--- config.mk ---
export PLATFORM = sky130hd
export DESIGN_NAME = traffic_light_ctrl_p
export DESIGN_NICKNAME = d
export VERILOG_FILES = /design/src/rtl/traffic_light_ctrl_p.sv
export SDC_FILE = /design/constraint.sdc
export NUM_CORES = 1
export LEC_CHECK = 0
export BUFFER_PORTS_ARGS = -buffer_cell sky130_fd_sc_hd__buf_2
export CAP_MARGIN = 25
export CORE_MARGIN = 2
export CORE_UTILIZATION = 50
export CTS_CLUSTER_DIAMETER = 40
export CTS_CLUSTER_SIZE = 12
export DETAILED_ROUTE_END_ITERATION = 8
export HOLD_SLACK_MARGIN = 0.05
export PLACE_DENSITY = 0.76
export SYNTH_ARGS = -nofsm -noshare
export SYNTH_HDL_FRONTEND = slang
export SYNTH_SLANG_ARGS = --single-unit
--- constraint.sdc ---
create_clock -name clk -period 8.85 [get_ports clk]
set_clock_uncertainty 0.05 [all_clocks]
set_input_delay 1.3275 -clock clk [delete_from_list [all_inputs] [get_ports clk]]
set_output_delay 1.3275 -clock clk [all_outputs]
set_load 0.02 [all_outputs]
--- src/rtl/traffic_light_ctrl_p.sv ---
// Two-way intersection controller with configurable phase lengths, a tick
// prescaler, a latched pedestrian request served in an all-red WALK phase,
// and a night-time flashing-yellow mode. Lamps are {red,yellow,green}.
module traffic_light_ctrl_p #(
  parameter int unsigned TICK_DIV   = 1,
  parameter int unsigned CNT_W      = 16,
  parameter int unsigned GREEN_NS   = 50,
  parameter int unsigned GREEN_EW   = 50,
  parameter int unsigned YELLOW     = 10,
  parameter int unsigned ALL_RED    = 2,
  parameter int unsigned WALK       = 20,
  parameter int unsigned FLASH_HALF = 5
) (
  input  logic       clk,
  input  logic       reset,
  input  logic       ped_req,
  input  logic       flash_mode,
  output logic [2:0] NS_light,
  output logic [2:0] EW_light,
  output logic       walk,
  output logic       ped_pending,
  output logic [2:0] state_o
);

  typedef enum logic [2:0] {
    NS_GREEN  = 3'd0,
    NS_YELLOW = 3'd1,
    ALL_RED_1 = 3'd2,
    EW_GREEN  = 3'd3,
    EW_YELLOW = 3'd4,
    ALL_RED_2 = 3'd5,
    PED_WALK  = 3'd6,
    FLASH     = 3'd7
  } state_t;

  localparam logic [2:0] LAMP_RED    = 3'b100;
  localparam logic [2:0] LAMP_YELLOW = 3'b010;
  localparam logic [2:0] LAMP_GREEN  = 3'b001;
  localparam logic [2:0] LAMP_DARK   = 3'b000;

  localparam logic [CNT_W-1:0] TICK_M1     = CNT_W'(TICK_DIV - 1);
  localparam logic [CNT_W-1:0] GREEN_NS_M1 = CNT_W'(GREEN_NS - 1);
  localparam logic [CNT_W-1:0] GREEN_EW_M1 = CNT_W'(GREEN_EW - 1);
  localparam logic [CNT_W-1:0] YELLOW_M1   = CNT_W'(YELLOW - 1);
  localparam logic [CNT_W-1:0] ALL_RED_M1  = CNT_W'(ALL_RED - 1);
  localparam logic [CNT_W-1:0] WALK_M1     = CNT_W'(WALK - 1);
  localparam logic [CNT_W-1:0] FLASH_M1    = CNT_W'(FLASH_HALF - 1);

  state_t           state_q, state_d;
  logic [CNT_W-1:0] presc_q;
  logic [CNT_W-1:0] timer_q, timer_d;
  logic [CNT_W-1:0] dur_m1;
  logic             flash_on_q, flash_on_d;
  logic             ped_q, ped_d;
  logic             tick;
  logic [2:0]       ns_q, ew_q;
  logic             walk_q;

  // Lamp pattern for a given state; flash phase only matters in FLASH.
  function automatic logic [6:0] lamp_decode(input state_t s, input logic on);
    logic [6:0] r;
    r = {LAMP_RED, LAMP_RED, 1'b0};
    case (s)
      NS_GREEN:  r = {LAMP_GREEN,  LAMP_RED,    1'b0};
      NS_YELLOW: r = {LAMP_YELLOW, LAMP_RED,    1'b0};
      EW_GREEN:  r = {LAMP_RED,    LAMP_GREEN,  1'b0};
      EW_YELLOW: r = {LAMP_RED,    LAMP_YELLOW, 1'b0};
      PED_WALK:  r = {LAMP_RED,    LAMP_RED,    1'b1};
      FLASH:     r = on ? {LAMP_YELLOW, LAMP_YELLOW, 1'b0}
                        : {LAMP_DARK,   LAMP_DARK,   1'b0};
      default:   r = {LAMP_RED,    LAMP_RED,    1'b0};
    endcase
    return r;
  endfunction

  // Tick fires on the prescaler wrap cycle, so every cycle when TICK_DIV=1.
  always_comb begin
    tick = (presc_q == TICK_M1);
  end

  // Free-running prescaler that wraps at TICK_DIV-1.
  always_ff @(posedge clk or negedge reset) begin
    if (!reset) presc_q <= '0;
    else        presc_q <= tick ? '0 : presc_q + CNT_W'(1);
  end

  // Duration of the current state in ticks, minus one.
  always_comb begin
    dur_m1 = GREEN_NS_M1;
    case (state_q)
      NS_GREEN:             dur_m1 = GREEN_NS_M1;
      NS_YELLOW, EW_YELLOW: dur_m1 = YELLOW_M1;
      ALL_RED_1, ALL_RED_2: dur_m1 = ALL_RED_M1;
      EW_GREEN:             dur_m1 = GREEN_EW_M1;
      PED_WALK:             dur_m1 = WALK_M1;
      FLASH:                dur_m1 = FLASH_M1;
      default:              dur_m1 = GREEN_NS_M1;
    endcase
  end

  // Next-state, timer, flash phase and pedestrian latch; flash_mode and the
  // latched request are only consulted at the end of a clearance or off-phase.
  always_comb begin
    state_d    = state_q;
    timer_d    = timer_q;
    flash_on_d = flash_on_q;
    if (tick) begin
      if (timer_q == dur_m1) begin
        timer_d = '0;
        case (state_q)
          NS_GREEN:  state_d = NS_YELLOW;
          NS_YELLOW: state_d = ALL_RED_1;
          ALL_RED_1: begin
            if (flash_mode) begin
              state_d    = FLASH;
              flash_on_d = 1'b1;
            end else begin
              state_d = EW_GREEN;
            end
          end
          EW_GREEN:  state_d = EW_YELLOW;
          EW_YELLOW: state_d = ALL_RED_2;
          ALL_RED_2: begin
            if (flash_mode) begin
              state_d    = FLASH;
              flash_on_d = 1'b1;
            end else if (ped_q) begin
              state_d = PED_WALK;
            end else begin
              state_d = NS_GREEN;
            end
          end
          PED_WALK:  state_d = NS_GREEN;
          FLASH: begin
            if (flash_on_q)      flash_on_d = 1'b0;
            else if (flash_mode) flash_on_d = 1'b1;
            else                 state_d    = ALL_RED_2;
          end
          default:   state_d = NS_GREEN;
        endcase
      end else begin
        timer_d = timer_q + CNT_W'(1);
      end
    end
    if (state_d == PED_WALK && state_q != PED_WALK) ped_d = 1'b0;
    else if (state_q != PED_WALK && ped_req)        ped_d = 1'b1;
    else                                            ped_d = ped_q;
  end

  // Controller state and lamp registers, lamps loaded from the next state.
  always_ff @(posedge clk or negedge reset) begin
    if (!reset) begin
      state_q    <= NS_GREEN;
      timer_q    <= '0;
      flash_on_q <= 1'b0;
      ped_q      <= 1'b0;
      ns_q       <= LAMP_GREEN;
      ew_q       <= LAMP_RED;
      walk_q     <= 1'b0;
    end else begin
      state_q    <= state_d;
      timer_q    <= timer_d;
      flash_on_q <= flash_on_d;
      ped_q      <= ped_d;
      {ns_q, ew_q, walk_q} <= lamp_decode(state_d, flash_on_d);
    end
  end

  assign NS_light    = ns_q;
  assign EW_light    = ew_q;
  assign walk        = walk_q;
  assign ped_pending = ped_q;
  assign state_o     = state_q;

endmodule

==> results of run 1 <==
==> routing by layer <==
layer / vias to the layer above / routed length (um)
met1: 859 / 2220
met4: 0 / 79
li1: 873 / -
met3: 10 / 192
met2: 44 / 2210
met5: - / 0
==> cell usage in the layout (no fill, tap or decap), drive strengths merged, types with 4 or more instances in the layout <==
| cell type | instances |
|---|---|
| a21o | 4 |
| a21oi | 7 |
| and2 | 4 |
| and3 | 9 |
| and4 | 5 |
| buf | 15 |
| clkbuf | 6 |
| dfrtp | 42 |
| ha | 7 |
| inv | 5 |
| mux2 | 5 |
| nand2 | 19 |
| nand3 | 13 |
| nand4 | 8 |
| nor2 | 20 |
| nor4 | 4 |
| o21ai | 10 |
| xnor2 | 25 |
| xor2 | 5 |
==> through the flow <==
stage          hold slack [ns]  total power [mW]  utilization
6_report                 0.429             0.371        0.566
3_3_place_gp             0.416             0.210        0.535
3_5_place_dp             0.418             0.210        0.535
5_1_grt                  0.442             0.384        0.566
4_1_cts                  0.434             0.374        0.561
2_1_floorplan            0.396             0.205            -
==> power breakdown <==
group	total, mW	leakage (nW)	switching [mW]	internal [mW]
combinational	0.00584	0.543	0.00446	0.00138
sequential	0.201	0.584	0.0000000000000000200	0.201
clock	0.164	0.0614	0.0719	0.0924
==> synthesized netlist by cell type, drive strengths merged (3+ instances only) <==
cell type | number | share of area
dfrtp | 42 | 0.44
xnor2 | 25 | 0.091
nor2 | 20 | 0.031
nand2 | 19 | 0.030
nand3 | 13 | 0.027
o21ai | 10 | 0.021
and3 | 9 | 0.025
nand4 | 8 | 0.021
a21oi | 7 | 0.015
ha | 7 | 0.036
clkbuf | 6 | 0.0093
and4 | 5 | 0.018
inv | 5 | 0.0078
mux2 | 5 | 0.028
xor2 | 5 | 0.018
a21o | 4 | 0.012
and2 | 4 | 0.010
nor4 | 4 | 0.010
a211oi | 3 | 0.0093
a21boi | 3 | 0.011
mux2i | 3 | 0.012
nor3b | 3 | 0.0093
==> worst max-delay path: stages (launching register included) <==
cell and delay [ns]:
dfrtp_1 0.47, inv_1 0.14, ha_1 0.33, and2_1 0.21, or3_1 0.38, a2111oi_4 0.42
and3_4 0.36, mux2_4 0.35, mux2_2 0.27
==> registers in the layout, summed over array words and instances (netlist names) <==
| signal | count |
|---|---|
| presc_q | 16 |
| NS_light | 3 |
| flash_on_q | 1 |
| walk | 1 |
| ped_pending | 1 |
| state_o | 3 |
| timer_q | 16 |
| EW_light | 3 |
==> logic make-up after synthesis <==
kind of cell               after synthesis  share of synthesized area
AOI/OAI and AO/OA                       40                      0.123
xor gates and xnor gates                30                      0.109
adders and majority gates                7                     0.0364
buffers and inverters                   12                     0.0218
DFF                                     44                      0.458
muxes                                    8                     0.0405
and+or+nand+nor                         94                      0.211
==> final cells by class <==
class | instances | area, um^2
clock inverter | 2 | 38.8
timing repair buffer | 15 | 90.1
multi-input combinational | 179 | 1250
clock buffer | 6 | 82.6
inverter | 5 | 18.8
sequential | 44 | 1100
fill | 408 | 2040
tap | 54 | 67.6
==> how the worst min path moves through the flow <==
stage                 from     endpoint  slack [ns]
2_1_floorplan  presc_q[15]  presc_q[15]        0.40
3_3_place_gp   presc_q[15]  presc_q[15]        0.42
3_5_place_dp   presc_q[15]  presc_q[15]        0.42
4_1_cts        presc_q[15]  presc_q[15]        0.43
5_1_grt        presc_q[15]  presc_q[15]        0.44
6_report       presc_q[15]  presc_q[15]        0.43
==> impl_metrics.toml, run 1 <==
[die]
num_io_pins = 15
die_h_um = 73.4
die_w_um = 73.4
core_um2 = 4690
initial_core_util = 0.513
std_cell_rows = 25
dieArea_um2 = 5390

[cts]
ctsResizeCount = 0
clkSinkCount = 44
clk_latency_ns = 0.30
cts_hold_buf = 0
htree_levels = 2
clk_path_buf_depth = 2
post_cts_buffers = 0
cts_tree = "yes"
numCtsBuffers = 5
root_buffer = "clkbuf_8"
clk_pin_slew_ns = 0.09

[sta]
final.setup.tns_ns = 0
final_max_slew_viol_count = 0
fin_crit_sh = 0.348
tightestPinTransition_ns = 0.794
period_needed_ns = 3.08
slew_headroom = 0.470
setup_viol = 0
rsz0062_at_grt = "no"
fin_ws_ns = 5.77
hold_viol = 0
fmax_mhz = 325

[outcome]
status = "finished, final reports clean"

[global_routing]
grt_max_degree = 45
grt_util_met1 = 0.251
antenna_found_initial = 0
grt_pass1_wl_mm = 7.96
grt-ovfl-total = 0
use_met2 = 0.308
grt.busiest_layer = "met2"
gr-usage-met3 = 0.0453
first_global_vias = 1758
grt_usage = 0.190

[setup_path]
required_ns = 8.99
endpoint = "NS_light[2]"
reg2regPathDepth = 8
r2r_start = "state_o[0]"
arrival_ns = 3.22
path_class = "reg -> reg"
startpoint_type = "flop"
critPathCaptureType = "flop"
cp_max_fo = 11
startpoint = "state_o[0]"
reg2reg_to = "NS_light[2]"
r2r_setup_slack_ns = 5.77

[place]
dp_hpwl_mm = 3.17
place_congestion = 0.950
placed_area_um2 = 2510
post-place-ws_ns = 5.80
io_buffers = 14
placed_cells = 296

[power]
pwr_density_cell_nw_per_um2 = 140
max-vdd-ir-drop_v = 0.000104
leakagePower_nw = 1.19

[layout]
insertedDiodeCount = 0
drive_above_1_share = 0.147
stdcell_area_um2 = 2650
area_delta_synth_final_pct = 10.2
fin_nets = 261
stdcell_count = 305

[worst_hold_path]
hold_depth = 1
hold_class = "reg -> reg"

[logic_synthesis]
synth_area_um2 = 2410
ys_seq_area_frac = 0.458
avgSynthCellArea_um2 = 10.2
ys_async_sr_fraction = 1.00
synth-warning-count = 0
synthesis.nets = 246
yosysUniqueCellTypes = 48
ys_ff_latch = 44
synthFlopType = "dfrtp_1"
synth-edff-count = 0
syn_inst = 235

[detailed_routing]
drc = 0
wl_per_cell_um = 15.4
vias = 1786
drt_iter0_markers = 149
wirelength_mm = 4.70
vias_per_cell = 5.86
final_antenna_net_count = 0
dr.pass1.iters = 4

[run]
maxCapViolations = 0
No activity file was read; power rests on OpenSTA's default activity.
==> run 2: changes to the inputs <==
clock period = 3.1 ns   (was 8.85 ns; I/O delays follow)
==> impl_metrics.toml, run 2 (same netlist as run 1, synthesis figures left out) <==
[power]
max-vdd-ir-drop_v = 0.000261
power_mw = 0.972
pwr_density_cell_nw_per_um2 = 361
leakagePower_nw = 1.22

[layout]
insertedDiodeCount = 0
num-fill-cells = 400
drive_above_1_share = 0.167
seqCellArea_um2 = 1100
multi_input_area_um2 = 1250
top_regs = "presc_q (16), timer_q (16)"
final_util = 0.574
final_common_cell = "dfrtp_1"
fin_nets = 268
area_delta_synth_final_pct = 11.8
final_cell_mix = "dfrtp_1 (42), xnor2_1 (25), nor2_1 (20)"

[detailed_routing]
final_antenna_net_count = 0
drt_iter0_markers = 132
wirelength_mm = 4.50
vias = 1776
wl_per_cell_um = 14.4
drc = 0
dr.pass1.iters = 5
vias_per_cell = 5.69

[cts]
clk_path_buf_depth = 2
clk_latency_ns = 0.29
ctsResizeCount = 0
cts_tree = "yes"
numCtsBuffers = 5
htree_levels = 2
root_buffer = "clkbuf_8"
post_cts_buffers = 0
cts_hold_buf = 0
clkSinkCount = 44
clk_pin_slew_ns = 0.08

[setup_path]
cp_max_fo = 11
critPathCaptureType = "flop"
cp_slowest_cell = "or4_4"
reg2regPathDepth = 6
r2r_setup_slack_ns = 0.10
startpoint_type = "flop"
slowest_delay_ns = 0.56
path_class = "reg -> reg"
startpoint = "timer_q[10]"
crit_chain = "or4_4, or4b_4, a2111oi_4, and3_4, mux2_4, mux2_2"
endpoint = "NS_light[2]"
reg2reg_to = "NS_light[2]"
r2r_start = "timer_q[10]"
required_ns = 3.23
arrival_ns = 3.13

[sta]
fin_ws_ns = 0.101
fmax_mhz = 333
rsz0062_at_grt = "no"
final_max_slew_viol_count = 0
hold_viol = 0
setup_viol = 0
slew_headroom = 0.642
whs_ns = 0.0973
period_needed_ns = 3.00
fin_crit_sh = 0.968
tightestPinTransition_ns = 0.537
final.setup.tns_ns = 0

[global_routing]
grt_usage = 0.188
grt_max_degree = 45
grt_pass1_wl_mm = 7.73
grt-ovfl-total = 0
first_global_vias = 1610
antenna_found_initial = 0

[place]
post-place-ws_ns = 0.142
dp_hpwl_mm = 3.31
place_congestion = 0.933
io_buffers = 14

[die]
die_h_um = 73.4
core_um2 = 4690
num_io_pins = 15
std_cell_rows = 25
die_w_um = 73.4
initial_core_util = 0.513
dieArea_um2 = 5390

[run]
maxCapViolations = 0

[worst_hold_path]
hold_class = "in -> async"

[outcome]
status = "finished, final reports clean"
-- run 2: worst min path at each step --
stage	from	end	slack, ns	cells past startpoint
5_1_grt	reset	timer_q[1]	0.13	1
3_5_place_dp	presc_q[15]	presc_q[15]	0.43	1
6_report	reset	presc_q[5]	0.1	1
4_1_cts	reset	timer_q[5]	0.29	1
3_3_place_gp	presc_q[15]	presc_q[15]	0.42	1
2_1_floorplan	reset	EW_light[0]	0.12	0
-- run 2: power breakdown --
group	leakage, nW	switching (mW)	internal, mW
sequential	0.584	0.0000000000000000533	0.574
clock	0.0515	0.177	0.203
combinational	0.582	0.0125	0.00489
total	1.22	0.190	0.782
-- run 2: area by class of cell --
| cell class | count | share of cell area |
|---|---|---|
| clock buffers | 8 | 0.0372 |
| inverters | 5 | 0.00697 |
| multi-input cells | 179 | 0.465 |
| well taps | 54 | 0.0251 |
| repair buffers | 22 | 0.0558 |
| flip-flops and latches | 44 | 0.410 |
-- run 2: critical path: cells and delay by family (launching register included) --
kind / cells / cell delay [ns]
AO/OA/AOI/OAI: 1 / 0.33
AND/OR/NAND/NOR: 3 / 1.45
flip-flops: 1 / 0.43
multiplexers: 2 / 0.62
-- run 2: through the flow --
step,cell area (um^2),cells
4_1_cts,2670,311
6_report,2690,312
5_1_grt,2690,312
3_3_place_gp,2560,303
2_1_floorplan,2410,235
3_5_place_dp,2560,303
-- run 2: metal layers --
layer  GRT usage  share of wire  vias to the layer above
met5           0              0                        -
met4      0.0424         0.0018                        0
met3      0.0562          0.034                        2
met2       0.264           0.46                       30
met1       0.284           0.50                      859
li1            -              -                      885
==> run 3: changes to the inputs <==
CORE_UTILIZATION = 60   (was 50)
PLACE_DENSITY = 0.87   (was 0.76)
==> impl_metrics.toml, run 3 (same netlist as run 1, synthesis figures left out) <==
[sta]
setup_viol = 0
rsz0062_at_grt = "no"
final.setup.tns_ns = 0
fin_ws_ns = 0.139
final_max_slew_viol_count = 0
period_needed_ns = 2.96
fmax_mhz = 338
whs_ns = 0.395
slew_headroom = 0.665
fin_crit_sh = 0.955
tightestPinTransition_ns = 0.500
hold_viol = 0

[setup_path]
reg2regPathDepth = 6
crit_chain = "or4_4, or4b_4, a2111oi_4, and3_4, mux2_4, mux2_2"
arrival_ns = 3.10
crit_cells = 6
startpoint = "timer_q[10]"
cp_max_fo = 8
required_ns = 3.23
cp_slowest_cell = "or4_4"
r2r_start = "timer_q[10]"
path_class = "reg -> reg"
slowest_delay_ns = 0.55
reg2reg_to = "NS_light[2]"
critPathCaptureType = "flop"
r2r_setup_slack_ns = 0.14
startpoint_type = "flop"
endpoint = "NS_light[2]"
cpLargestDelayFamily = "simple AND/OR/NAND/NOR gates"
path_buf_inv = 0

[cts]
clk_pin_slew_ns = 0.08
cts_tree = "yes"
clk_latency_ns = 0.30
ctsResizeCount = 0
htree_levels = 2
cts_hold_buf = 0
clkSinkCount = 44
numCtsBuffers = 5
root_buffer = "clkbuf_8"
post_cts_buffers = 0
clk_path_buf_depth = 2

[layout]
drive_above_1_share = 0.169
stdcell_count = 310
top_regs = "presc_q (16), timer_q (16)"
stdcell_area_um2 = 2710
fin_nets = 270
final_cell_mix = "dfrtp_1 (42), xnor2_1 (25), nor2_1 (20)"
insertedDiodeCount = 0
final_common_cell = "dfrtp_1"
area_delta_synth_final_pct = 12.3

[die]
core_um2 = 3940
die_h_um = 67.4
dieArea_um2 = 4540
die_w_um = 67.4
std_cell_rows = 23
initial_core_util = 0.611
num_io_pins = 15

[detailed_routing]
vias_per_cell = 6.01
final_antenna_net_count = 0
drt_iter0_markers = 192
vias = 1862
wirelength_mm = 4.88
dr.pass1.iters = 4
drc = 0
wl_per_cell_um = 15.7

[global_routing]
grt_pass1_wl_mm = 8.20
antenna_found_initial = 0
first_global_vias = 1777
grt-ovfl-total = 0
grt_max_degree = 45
grt_usage = 0.240

[place]
placed_area_um2 = 2570
place_congestion = 0.870
dp_hpwl_mm = 3.48
io_buffers = 14
post-place-ws_ns = 0.170
placed_cells = 300

[power]
internal_power_mw = 0.817
max-vdd-ir-drop_v = 0.000247
p_seq_frac = 0.561
p_sw_frac = 0.200
pwr_density_cell_nw_per_um2 = 378
leakagePower_nw = 1.23
netSwitchingPower_mw = 0.205
p_clk_frac = 0.422
p_comb_frac = 0.017

[worst_hold_path]
hold_class = "in -> reg"
worstHoldStart = "ped_req"
hold_depth = 3

[outcome]
status = "finished, final reports clean"

[run]
maxCapViolations = 0
## run 3: cell count changes in the layout (fill, tap and decap cells not counted)
cell,previous run,this run
clkinv_2,0,1
bufinv_16,0,1
buf_16,1,0
buf_4,7,8
buf_12,0,1
dlygate4sd3_1,0,1
clkbuf_8,7,5
## run 3: how the worst min path moves through the flow
stage / end / slack [ns]
finish: ped_pending / 0.39
detailed placement: presc_q[15] / 0.42
CTS: presc_q[15] / 0.29
global route: ped_pending / 0.40
global placement: presc_q[15] / 0.41
floorplan: EW_light[0] / 0.12
## run 3: power by group through the flow
| stage | clock network (mW) | registers, mW | logic (mW) |
|---|---|---|---|
| after global routing | 0.459 | 0.574 | 0.0203 |
| after CTS | 0.436 | 0.573 | 0.0142 |
| final | 0.431 | 0.573 | 0.0174 |
| after global placement | 0 | 0.585 | 0.0135 |
| after detailed placement | 0 | 0.585 | 0.0140 |
| after floorplan | 0 | 0.585 | 0.0000401 |
## run 3: stage by stage
step | total power [mW] | util
after floorplan | 0.585 | -
after global placement | 0.598 | 0.651
after detailed placement | 0.599 | 0.651
after CTS | 1.02 | 0.679
after global routing | 1.05 | 0.686
final | 1.02 | 0.686
## run 3: worst min-delay path: cells and delay by family
| family | cells | cell delay [ns] |
|---|---|---|
| AO/OA/AOI/OAI | 2 | 0.16 |
| buffers and inverters | 1 | 0.07 |
## run 3: metal layers
layer / vias up / global-route usage / share of wire
met5: - / 0 / 0
met1: 927 / 0.309 / 0.44
met4: 0 / 0.0791 / 0.013
met3: 8 / 0.0550 / 0.036
li1: 888 / - / -
met2: 39 / 0.400 / 0.51
## run 3: final cells by class
class                           instances  area, um^2
Fill cell                             309        1240
Sequential cell                        44        1100
Tap cell                               50        62.6
Clock inverter                          2        35.0
Inverter                                5        18.8
Multi-Input combinational cell        179        1250
Clock buffer                            6        72.6
Timing Repair Buffer                   24         160
